==> config.mk <==
export PLATFORM = sky130hd
export DESIGN_NAME = meta_array_nway_flat
export DESIGN_NICKNAME = d
export VERILOG_FILES = /design/src/rtl/meta_array_nway_if.sv /design/src/rtl/meta_array_nway.sv /design/src/flat_wrapper.sv
export SDC_FILE = /design/constraint.sdc
export NUM_CORES = 1
export LEC_CHECK = 0
export CAP_MARGIN = 20
export CORE_ASPECT_RATIO = 0.7
export CORE_MARGIN = 2
export CORE_UTILIZATION = 35
export DETAILED_ROUTE_END_ITERATION = 8
export PLACE_DENSITY = 0.61
export SYNTH_ARGS = -nofsm -noshare
export SYNTH_HDL_FRONTEND = slang
export SYNTH_SLANG_ARGS = --single-unit
==> constraint.sdc <==
create_clock -name clk -period 2.3 [get_ports clk]
set_input_delay 0.23 -clock clk [delete_from_list [all_inputs] [get_ports clk]]
set_output_delay 0.23 -clock clk [all_outputs]
set_load 0.005 [all_outputs]
==> src/rtl/meta_array_nway_if.sv <==
// Bus between the cache controller and the N-way metadata array.
//
// Command semantics: read, load and flush are single-cycle commands sampled at
// each rising clk edge. The array accepts them only while busy is 0; while
// busy is 1 they are dropped without any handshake. Results of a read appear
// on dataout one cycle after the command and remain until the next accepted
// read, a flush, or a reset.
interface meta_array_nway_if #(
  parameter int s_index  = 4,
  parameter int width    = 1,
  parameter int num_ways = 2
);
  logic                      read;
  logic [num_ways-1:0]       load;
  logic [s_index-1:0]        index;
  logic [width-1:0]          datain;
  logic                      flush;
  logic [num_ways*width-1:0] dataout;
  logic                      busy;

  // Cache controller side
  modport master (
    output read, load, index, datain, flush,
    input  dataout, busy
  );

  // Metadata array side
  modport slave (
    input  read, load, index, datain, flush,
    output dataout, busy
  );
endinterface

==> src/rtl/meta_array_nway.sv <==
// N-way per-set metadata store (valid/dirty/tag/LRU bits) with a registered
// 1-cycle read, per-way write mask and a multi-cycle flash-clear sweep.
// The storage array has no reset so it can map onto RAM; the sweep is what
// initialises it after reset or flush.
// Optional build macro: META_ARRAY_NWAY_BYPASS_EN -- a read and load to the
// same set in the same cycle return the freshly written data for the loaded
// ways. Without it the read returns the pre-write contents.
module meta_array_nway #(
  parameter int                s_index  = 4,
  parameter int                width    = 1,
  parameter int                num_ways = 2,
  parameter logic [width-1:0]  init_val = '0
) (
  input  logic                 clk,
  input  logic                 rst,
  meta_array_nway_if.slave     bus
);

  localparam int num_sets = 1 << s_index;
  // Terminal sweep count; the counter carries one spare bit and never wraps.
  localparam logic [s_index:0] last_set = {1'b0, {s_index{1'b1}}};

  // busy is exactly (state == CLEAR), so it doubles as the state observation.
  typedef enum logic {CLEAR = 1'b0, IDLE = 1'b1} state_t;

  state_t                    state, state_next;
  logic [s_index:0]          count, count_next;
  logic                      clr_we;
  logic [num_ways-1:0]       way_we;
  logic                      rd_en;
  logic                      zero_out;
  logic [num_ways*width-1:0] rd_data;

  logic [width-1:0] mem [num_sets][num_ways];

  assign bus.busy = (state == CLEAR);

  // State and sweep counter register; reset restarts the sweep from set 0.
  always_ff @(posedge clk) begin
    if (rst) begin
      state <= CLEAR;
      count <= '0;
    end else begin
      state <= state_next;
      count <= count_next;
    end
  end

  // Next-state logic and per-cycle strobes for storage and output register.
  always_comb begin
    state_next = state;
    count_next = count;
    clr_we     = 1'b0;
    way_we     = '0;
    rd_en      = 1'b0;
    zero_out   = 1'b0;
    case (state)
      CLEAR: begin
        clr_we     = 1'b1;
        zero_out   = 1'b1;
        count_next = count + 1'b1;
        if (count == last_set) state_next = IDLE;
      end
      IDLE: begin
        if (bus.flush) begin
          // Flush wins over any same-cycle read or load.
          state_next = CLEAR;
          count_next = '0;
          zero_out   = 1'b1;
        end else begin
          way_we = bus.load;
          rd_en  = bus.read;
        end
      end
      default: begin
        state_next = CLEAR;
        count_next = '0;
      end
    endcase
  end

  // Storage write port: sweep writes all ways of one set, else masked load.
  always_ff @(posedge clk) begin
    if (!rst) begin
      for (int w = 0; w < num_ways; w++) begin
        if (clr_we) mem[count[s_index-1:0]][w] <= init_val;
        else if (way_we[w]) mem[bus.index][w] <= bus.datain;
      end
    end
  end

  // Read data for the addressed set, optionally forwarding same-cycle writes.
  always_comb begin
    rd_data = '0;
    for (int w = 0; w < num_ways; w++) begin
`ifdef META_ARRAY_NWAY_BYPASS_EN
      if (way_we[w]) rd_data[w*width +: width] = bus.datain;
      else           rd_data[w*width +: width] = mem[bus.index][w];
`else
      rd_data[w*width +: width] = mem[bus.index][w];
`endif
    end
  end

  // Registered read output; forced to zero during reset and the clear sweep.
  always_ff @(posedge clk) begin
    if (rst || zero_out) bus.dataout <= '0;
    else if (rd_en)      bus.dataout <= rd_data;
  end

endmodule
==> src/flat_wrapper.sv <==
// flat-port wrapper written by rule: the top's interface ports become plain ports
module meta_array_nway_flat 
#(
  parameter int                s_index  = 4,
  parameter int                width    = 1,
  parameter int                num_ways = 2,
  parameter logic [width-1:0]  init_val = '0
)
  (clk, rst, bus_read, bus_load, bus_index, bus_datain, bus_flush, bus_dataout, bus_busy);
  meta_array_nway_if #(.s_index(s_index), .width(width), .num_ways(num_ways)) bus_i ();
  input  logic clk;
  input  logic rst;
  input wire logic [$bits(bus_i.read)-1:0] bus_read;
  input wire logic [$bits(bus_i.load)-1:0] bus_load;
  input wire logic [$bits(bus_i.index)-1:0] bus_index;
  input wire logic [$bits(bus_i.datain)-1:0] bus_datain;
  input wire logic [$bits(bus_i.flush)-1:0] bus_flush;
  output wire logic [$bits(bus_i.dataout)-1:0] bus_dataout;
  output wire logic [$bits(bus_i.busy)-1:0] bus_busy;
  assign bus_i.read = bus_read;
  assign bus_i.load = bus_load;
  assign bus_i.index = bus_index;
  assign bus_i.datain = bus_datain;
  assign bus_i.flush = bus_flush;
  assign bus_dataout = bus_i.dataout;
  assign bus_busy = bus_i.busy;
  meta_array_nway #(.s_index(s_index), .width(width), .num_ways(num_ways), .init_val(init_val)) u_core (.clk(clk), .rst(rst), .bus(bus_i));
endmodule
==> summary.md, run 1 <==
| Metric | Value |
|---|---|
| Run status | `finished clean` |
| Worst slew pin tran | `roughly 960 ps` |
| Number of buffers added by the clock tree synthesis step | `5` |
| Unrepaired setup endpoints after global routing | `false` |
| FP Rows | `23` |
| Starting Density | `~36%` |
| Die Y-Extent | `68.0 um` |
| Ratio of final minimum period to clock period | `82.4%` |
| Hold violation total from the final report | `0` |
| Critical Path End Type | `flip-flop` |
| Mapped Cells | `176` |
| Longest individual stage delay on the worst path | `approximately 840 ps` |
| Fraction of the core area covered by cells at the end of the flow | `between 40% and 50%` |
| Antenna violations before repair | `0` |
| Share of synthesized area occupied by flip-flops and latches | `54.7%` |
| Fraction of post-synthesis cell area in the top cell type by area | `between 40 and 50%` |
| Slowest library cell on the worst path | `sky130_fd_sc_hd__and3_1` |
| Worst hold stages | `2` |
| Tightest slew margin relative to the limit | `a little over a third` |
| Most used flip-flop cell after synthesis | `sky130_fd_sc_hd__edfxtp_1` |
| Combined buffer and inverter count along the critical path | `1` |
| Count of inserted antenna diode cells | `0` |
| Post-Synthesis Cell Area | `roughly 0.002 sq mm` |
| CTS sink count | `40` |
| Worst Skew | `8.21 ps` |
| Detailed-routed wire length on met3 | `between 150 and 200 um` |
| Maximum root-to-sink buffer count | `2` |
| FF+latch count, synth | `40` |
| Detailed Place HPWL | `between 3000 and 4000 um` |
| Post-Route Setup TNS | `0 ps` |
| Cell types with the largest area share after synthesis | `sky130_fd_sc_hd__edfxtp_1, sky130_fd_sc_hd__dfxtp_1, sky130_fd_sc_hd__nor2_1, sky130_fd_sc_hd__mux4_1, sky130_fd_sc_hd__a21oi_1` |
| Floorplan die width | `around 95 um` |
| Total routed wire length on the met1 layer | `about 2200 um` |
| Tmin final | `roughly 1900 ps` |
| Max Cap Violations | `0` |
| Core area | `approximately 0.0057 sq mm` |
| Register share of total power | `roughly 52%` |
| Reported leakage power | `~0.83 nW` |
| Worst path arrival time | `around 1900 ps` |
| Max layer used | `met4` |
| Number of routed nets with antenna violations | `0` |
| Met2 wire len | `around 1800 um` |
| Fmax | `approximately 0.53 GHz` |
| Via-to-Cell Ratio | `roughly 5` |
| Die Footprint | `roughly 0.0065 sq mm` |
| Clock share of power | `38.8%` |
| Global-route wire length before repair | `6950 um` |
| Slack of the worst reg-to-reg path | `between 500 and 600 ps` |
| Top Ports | `14` |
| Min-Delay Path Class | `reg -> reg` |
| Max VDD drop | `0.233 mV` |
| Most common library cell in the layout ignoring fill and taps | `sky130_fd_sc_hd__nor2_1` |
| TritonCTS clock tree | `built` |
| Number of nets in the layout | `approximately 210` |
| Min-Delay Startpoint | `u_core.bus.dataout[1]` |
| Count of hold-fix buffers inserted at cts | `0` |
| Type of origin of the critical path | `input pin` |
| Area growth from synthesis to final layout | `18.1%` |
| Switching share of total power | `about 23%` |
| Number of enable-type register cells in the synthesized netlist | `32` |
| Number of nets in the synthesized netlist | `between 150 and 200` |
| DRT Wirelength | `~4200 um` |
| Required arrival time at the worst endpoint | `2270 ps` |
| Overall via count from detail_route | `approximately 1400` |
| Internal Pwr Total | `0.00116 W` |
| Drt wl/cell | `about 15 um` |
| Cells along the critical path | `clkdlybuf4s50_1 -> nor3b_2 -> and3_1` |
| Family with the most delay on the worst path | `simple AND/OR/NAND/NOR gates` |
| Largest net degree at the start of global routing | `33` |
| Portion of total power attributed to combinational logic | `9.0%` |
| Root buffer cell | `sky130_fd_sc_hd__clkbuf_8` |
| Ratio of total power to cell area | `roughly 630 mW/mm^2` |
| Global-route congestion overflow total | `0` |
| Post-Synthesis Mean Instance Area | `11.7 sq um` |
| Commonest cells after routing, fill and taps aside | `sky130_fd_sc_hd__nor2_1, sky130_fd_sc_hd__edfxtp_1, sky130_fd_sc_hd__clkdlybuf4s50_1, sky130_fd_sc_hd__buf_4, sky130_fd_sc_hd__a21oi_1` |
| Crit Path Class | `in -> reg` |
| Worst Reg2Reg Path Length in Cells | `2` |
| CTS clock-pin slew for the worst setup and hold paths | `about 80 ps` |
| DRT Pass-1 Iters | `4` |
| CTS H-tree lvls | `2` |
| Worst skew pair latency | `roughly 300 ps` |
| CTS-repair resized insts | `0` |
| Post-CTS setup repair buffer count | `0` |
| Sink of the worst hold path | `u_core.bus.dataout[1]` |
| Final setup violation count | `0` |
| Fraction of layout instances using a drive strength above 1 | `17.8%` |
| Port-buffer cells | `13` |
| Routability congestion estimate from global placement | `roughly 0.76` |
| Yosys cell types | `37` |
| Endpoint of the lowest-slack register-to-register path | `u_core.mem[11][0]` |
| Yosys Warn Count | `0` |
| Overall track demand over capacity in global routing | `between 10 and 15%` |
| Iteration-0 DRC count of the detailed router | `approximately 110` |
| Final-report max-slew violation count | `0` |
| Vias in the first global route | `1380` |
| Post-synth ARST share | `0%` |
| Area leader, netlist | `sky130_fd_sc_hd__edfxtp_1` |
| Crit-path max FO | `32` |
| P_sw | `about 0.00035 W` |
| Residual DRC | `0` |
| Startpoint of the lowest-slack register-to-register path | `u_core.state` |
## worst register-to-register path, delay by kind of cell (launching register included)
kind / cells / cell delay, ps
AND/OR/NAND/NOR: 2 / 1080
flip-flops: 1 / 340
## synthesized netlist by cell type (2+ instances only)
cell type	number
sky130_fd_sc_hd__mux2_2	4
sky130_fd_sc_hd__clkbuf_1	2
sky130_fd_sc_hd__dfxtp_1	8
sky130_fd_sc_hd__ha_1	2
sky130_fd_sc_hd__and3_1	4
sky130_fd_sc_hd__a21oi_1	12
sky130_fd_sc_hd__nand2_1	10
sky130_fd_sc_hd__a31oi_2	4
sky130_fd_sc_hd__buf_6	3
sky130_fd_sc_hd__mux4_1	5
sky130_fd_sc_hd__nand2b_1	7
sky130_fd_sc_hd__mux2i_1	2
sky130_fd_sc_hd__nor2_1	40
sky130_fd_sc_hd__a311oi_1	2
sky130_fd_sc_hd__nor4_1	2
sky130_fd_sc_hd__a211oi_1	2
sky130_fd_sc_hd__edfxtp_1	32
sky130_fd_sc_hd__inv_1	4
sky130_fd_sc_hd__a31oi_1	3
sky130_fd_sc_hd__o21ai_0	8
sky130_fd_sc_hd__o21ai_1	4
## cells by family (layout without fill, tap and decap cells)
logic type | count (synthesis) | in the layout | share of synthesized area (%)
compound gates | 37 | 37 | 11.7
fa+ha+maj | 2 | 2 | 1.22
buf+inv | 12 | 38 | 3.72
flops | 40 | 40 | 54.7
mux | 12 | 12 | 10.7
simple gates | 73 | 73 | 18.1
## metrics by stage
| stage | total power, W | hold slack, ps | area [sq um] | std cells | setup WS, ps |
|---|---|---|---|---|---|
| global placement | 0.000943 | 536 | 2310 | 269 | 136 |
| finish | 0.00151 | 545 | 2420 | 277 | 405 |
| global route | 0.00156 | 555 | 2420 | 277 | 228 |
| detailed placement | 0.000944 | 536 | 2310 | 269 | 55.4 |
| CTS | 0.00152 | 550 | 2420 | 277 | 351 |
| floorplan | 0.000891 | 384 | 2050 | 176 | 742 |
## final cells by class
cell class	count	area, sq um
Fill cell	558	3280
Sequential cell	40	1120
Multi-Input combinational cell	124	853
Timing Repair Buffer	26	228
Tap cell	75	93.8
Clock buffer	5	68.8
Clock inverter	3	42.5
Inverter	4	15.0
## per-layer routing
metal  global-route usage [%]  vias up
li1                         -      701
met1                     20.0      692
met2                     22.9       24
met3                     3.96        7
met4                     6.43        0
met5                        0        -
## power by group through the flow
stage	clock [W]	sequential, W	combinational, W
floorplan	0	0.000803	0.0000875
finish	0.000588	0.000791	0.000136
global route	0.000622	0.000793	0.000150
global placement	0	0.000807	0.000136
detailed placement	0	0.000807	0.000136
CTS	0.000596	0.000791	0.000137
## registers in the layout, indices dropped and copies added (netlist names)
| signal | flops |
|---|---|
| u_core.mem | 32 |
| u_core.count | 5 |
| u_core.bus.dataout | 2 |
| u_core.state | 1 |
## worst max path at each step
stage / cells after the start / to / slack (ps) / from
finish: 3 / u_core.mem[11][0] / 400 / rst
global route: 3 / u_core.mem[3][0] / 230 / rst
CTS: 3 / u_core.mem[9][1] / 350 / rst
detailed placement: 3 / u_core.mem[15][1] / 60 / rst
global placement: 5 / u_core.bus.dataout[1] / 140 / bus_index[0]
floorplan: 3 / u_core.mem[0][0] / 740 / u_core.state
Note: power is estimated with default switching activity, not from simulation.
==> run 2: changes to the inputs <==
Settings changed: PLACE_DENSITY 0.61 to 0.63.
Clock period 2.3 ns to 1.7 ns, I/O delays scaled along.
==> summary.md, run 2 (synthesized netlist as in run 1, its figures left out) <==
| Metric | Value |
|---|---|
| Run status | `finished clean` |
| Final setup violation count | `0 (unchanged)` |
| Worst Skew | `7.68 ps (-0.531 ps)` |
| Post-Route Setup TNS | `0 ps (unchanged)` |
| DRT Wirelength | `4640 um (+11%)` |
| Ratio of total power to cell area | `734 mW/mm^2 (+17%)` |
| Longest individual stage delay on the worst path | `420 ps (-420 ps)` |
| Floorplan die width | `95.5 um (unchanged)` |
| Residual DRC | `0 (unchanged)` |
| Max FFs per register | `32 (unchanged)` |
| Die Footprint | `0.00650 sq mm (unchanged)` |
| Top Ports | `14 (unchanged)` |
| DRT Pass-1 Iters | `4 (unchanged)` |
| Min-Delay Path Class | `in -> reg` |
| Hold violation total from the final report | `0 (unchanged)` |
| Most common library cell in the layout ignoring fill and taps | `sky130_fd_sc_hd__edfxtp_1` |
| Max Cap Violations | `0 (unchanged)` |
| Fraction of the core area covered by cells at the end of the flow | `45.9% (+3.4 points)` |
| Overall via count from detail_route | `1509 (+6.0%)` |
| CTS sink count | `40 (unchanged)` |
| Count of hold-fix buffers inserted at cts | `0 (unchanged)` |
| Fmax | `a little under 0.6 GHz` |
| Unrepaired setup endpoints after global routing | `true` |
| Starting Density | `36.0% (unchanged)` |
| Via-to-Cell Ratio | `5.13 (-0.16%)` |
| Area growth from synthesis to final layout | `27.6%` |
| CTS clock-pin slew for the worst setup and hold paths | `70 ps (about the same)` |
| Type of origin of the critical path | `flip-flop` |
| Detailed Place HPWL | `3370 um (+8.0%)` |
| Port-buffer cells | `13 (unchanged)` |
| Reported leakage power | `0.913 nW (+10%)` |
| Global-route congestion overflow total | `0 (unchanged)` |
| Fraction of layout instances using a drive strength above 1 | `31.1% (+13 points)` |
| Tmin final | `approximately 1700 ps` |
| Root buffer cell | `sky130_fd_sc_hd__clkbuf_8` |
| TritonCTS clock tree | `built` |
| Slowest library cell on the worst path | `sky130_fd_sc_hd__or3b_4` |
| Registers with the most flip-flops | `u_core.mem (32), u_core.count (5), u_core.bus.dataout (2)` |
| Worst path arrival time | `1700 ps (-160 ps)` |
| Worst skew pair latency | `300 ps (about the same)` |
| Max VDD drop | `0.296 mV (+27%)` |
| Largest net degree at the start of global routing | `33 (unchanged)` |
| Number of buffers added by the clock tree synthesis step | `5 (unchanged)` |
| Crit Path Class | `reg -> reg` |
| Final-report max-slew violation count | `0 (unchanged)` |
| Ratio of final minimum period to clock period | `99.6%` |
| Number of nets in the layout | `231 (+7.9%)` |
| Die Y-Extent | `68.0 um (unchanged)` |
| Commonest cells after routing, fill and taps aside | `sky130_fd_sc_hd__edfxtp_1, sky130_fd_sc_hd__nor2_1, sky130_fd_sc_hd__buf_4, sky130_fd_sc_hd__a21oi_1, sky130_fd_sc_hd__clkdlybuf4s50_1` |
| Drt wl/cell | `15.8 um (+4.3%)` |
| Overall track demand over capacity in global routing | `16.4% (+1.5 points)` |
| Routability congestion estimate from global placement | `0.834 (+9.1%)` |
| FP Rows | `23 (unchanged)` |
| Vias in the first global route | `1428 (+3.5%)` |
| CTS H-tree lvls | `2 (unchanged)` |
| Cells along the critical path | `or3b_4 -> nor2_4 -> a31oi_4 -> nor2_1` |
| Iteration-0 DRC count of the detailed router | `79 (-29%)` |
| Worst slew pin tran | `388 ps (-576 ps)` |
| Required arrival time at the worst endpoint | `1710 ps (-560 ps)` |
| Count of inserted antenna diode cells | `0 (unchanged)` |
| Core area | `0.00570 sq mm (unchanged)` |
| Maximum root-to-sink buffer count | `2 (unchanged)` |
| Antenna violations before repair | `0 (unchanged)` |
| Global-route wire length before repair | `7520 um (+8.2%)` |
| Number of routed nets with antenna violations | `0 (unchanged)` |
| Tightest slew margin relative to the limit | `74.0% (+38 points)` |
| Crit-path max FO | `8 (-75%)` |
| Critical Path End Type | `flip-flop` |
| Reg with most FFs | `u_core.mem` |
run 2: cell count changes in the layout (fill, tap and decap cells not counted), moves of 2 or more:
cell	delta
sky130_fd_sc_hd__buf_4	+16
sky130_fd_sc_hd__o21ai_2	+4
sky130_fd_sc_hd__nor2_2	+10
sky130_fd_sc_hd__clkdlybuf4s50_1	-2
sky130_fd_sc_hd__dlygate4sd2_1	+2
sky130_fd_sc_hd__a31oi_4	+4
sky130_fd_sc_hd__a31oi_2	-4
sky130_fd_sc_hd__o21ai_0	-4
sky130_fd_sc_hd__nor2_1	-10
run 2: repair_timing:
action,in CTS,in global routing
pin swaps,5,13
gates resized for setup,9,18
endpoints found under the setup margin,26,24
setup buffers,1,0
run 2: layout make-up:
cell class | count | area, sq um
Timing Repair Buffer | 43 | 365
Sequential cell | 40 | 1120
Clock inverter | 2 | 11.3
Fill cell | 546 | 3080
Multi-Input combinational cell | 124 | 937
Inverter | 4 | 15.0
Tap cell | 75 | 93.8
Clock buffer | 6 | 72.6
run 2: final timing paths:
| check | slack [ps] | cells after the start | startpoint | end |
|---|---|---|---|---|
| setup / recovery | 7 | 4 | u_core.state | u_core.mem[9][1] |
| hold / removal | 390 | 3 | rst | u_core.state |
| setup reg to reg | 7 | 4 | u_core.state | u_core.mem[9][1] |
| hold reg to reg | 550 | 2 | u_core.bus.dataout[0] | u_core.bus.dataout[0] |
run 2: stage by stage:
step | cells | setup slack [ps] | total power (W) | hold WS [ps] | cell area, sq um
2_1_floorplan | 176 | 142 | 0.00121 | 324 | 2050
3_3_place_gp | 285 | -352 | 0.00131 | 534 | 2440
3_5_place_dp | 285 | -420 | 0.00131 | 535 | 2440
4_1_cts | 294 | 5.11 | 0.00193 | 371 | 2570
5_1_grt | 294 | -54.0 | 0.00202 | 421 | 2620
6_report | 294 | 7.23 | 0.00192 | 386 | 2620
run 2: power breakdown:
part	internal (W)	switching, W
Combinational	0.000110	0.000126
Clock	0.000285	0.000331
Sequential	0.00106	0.0000131
run 2: layer usage:
layer / part of all wire (%) / global-route usage, % / up-vias
li1: - / - / 736
met1: 50 / 22.8 / 728
met2: 42 / 24.1 / 41
met3: 6.7 / 6.39 / 4
met4: 0.90 / 4.29 / 0
met5: 0 / 0 / -
run 2: worst max-delay path, delay by kind of cell, from the launching register on:
| kind | cells | cell delay [ps] |
|---|---|---|
| and+or+nand+nor | 3 | 830 |
| DFF | 1 | 350 |
| AOI/OAI and AO/OA | 1 | 220 |
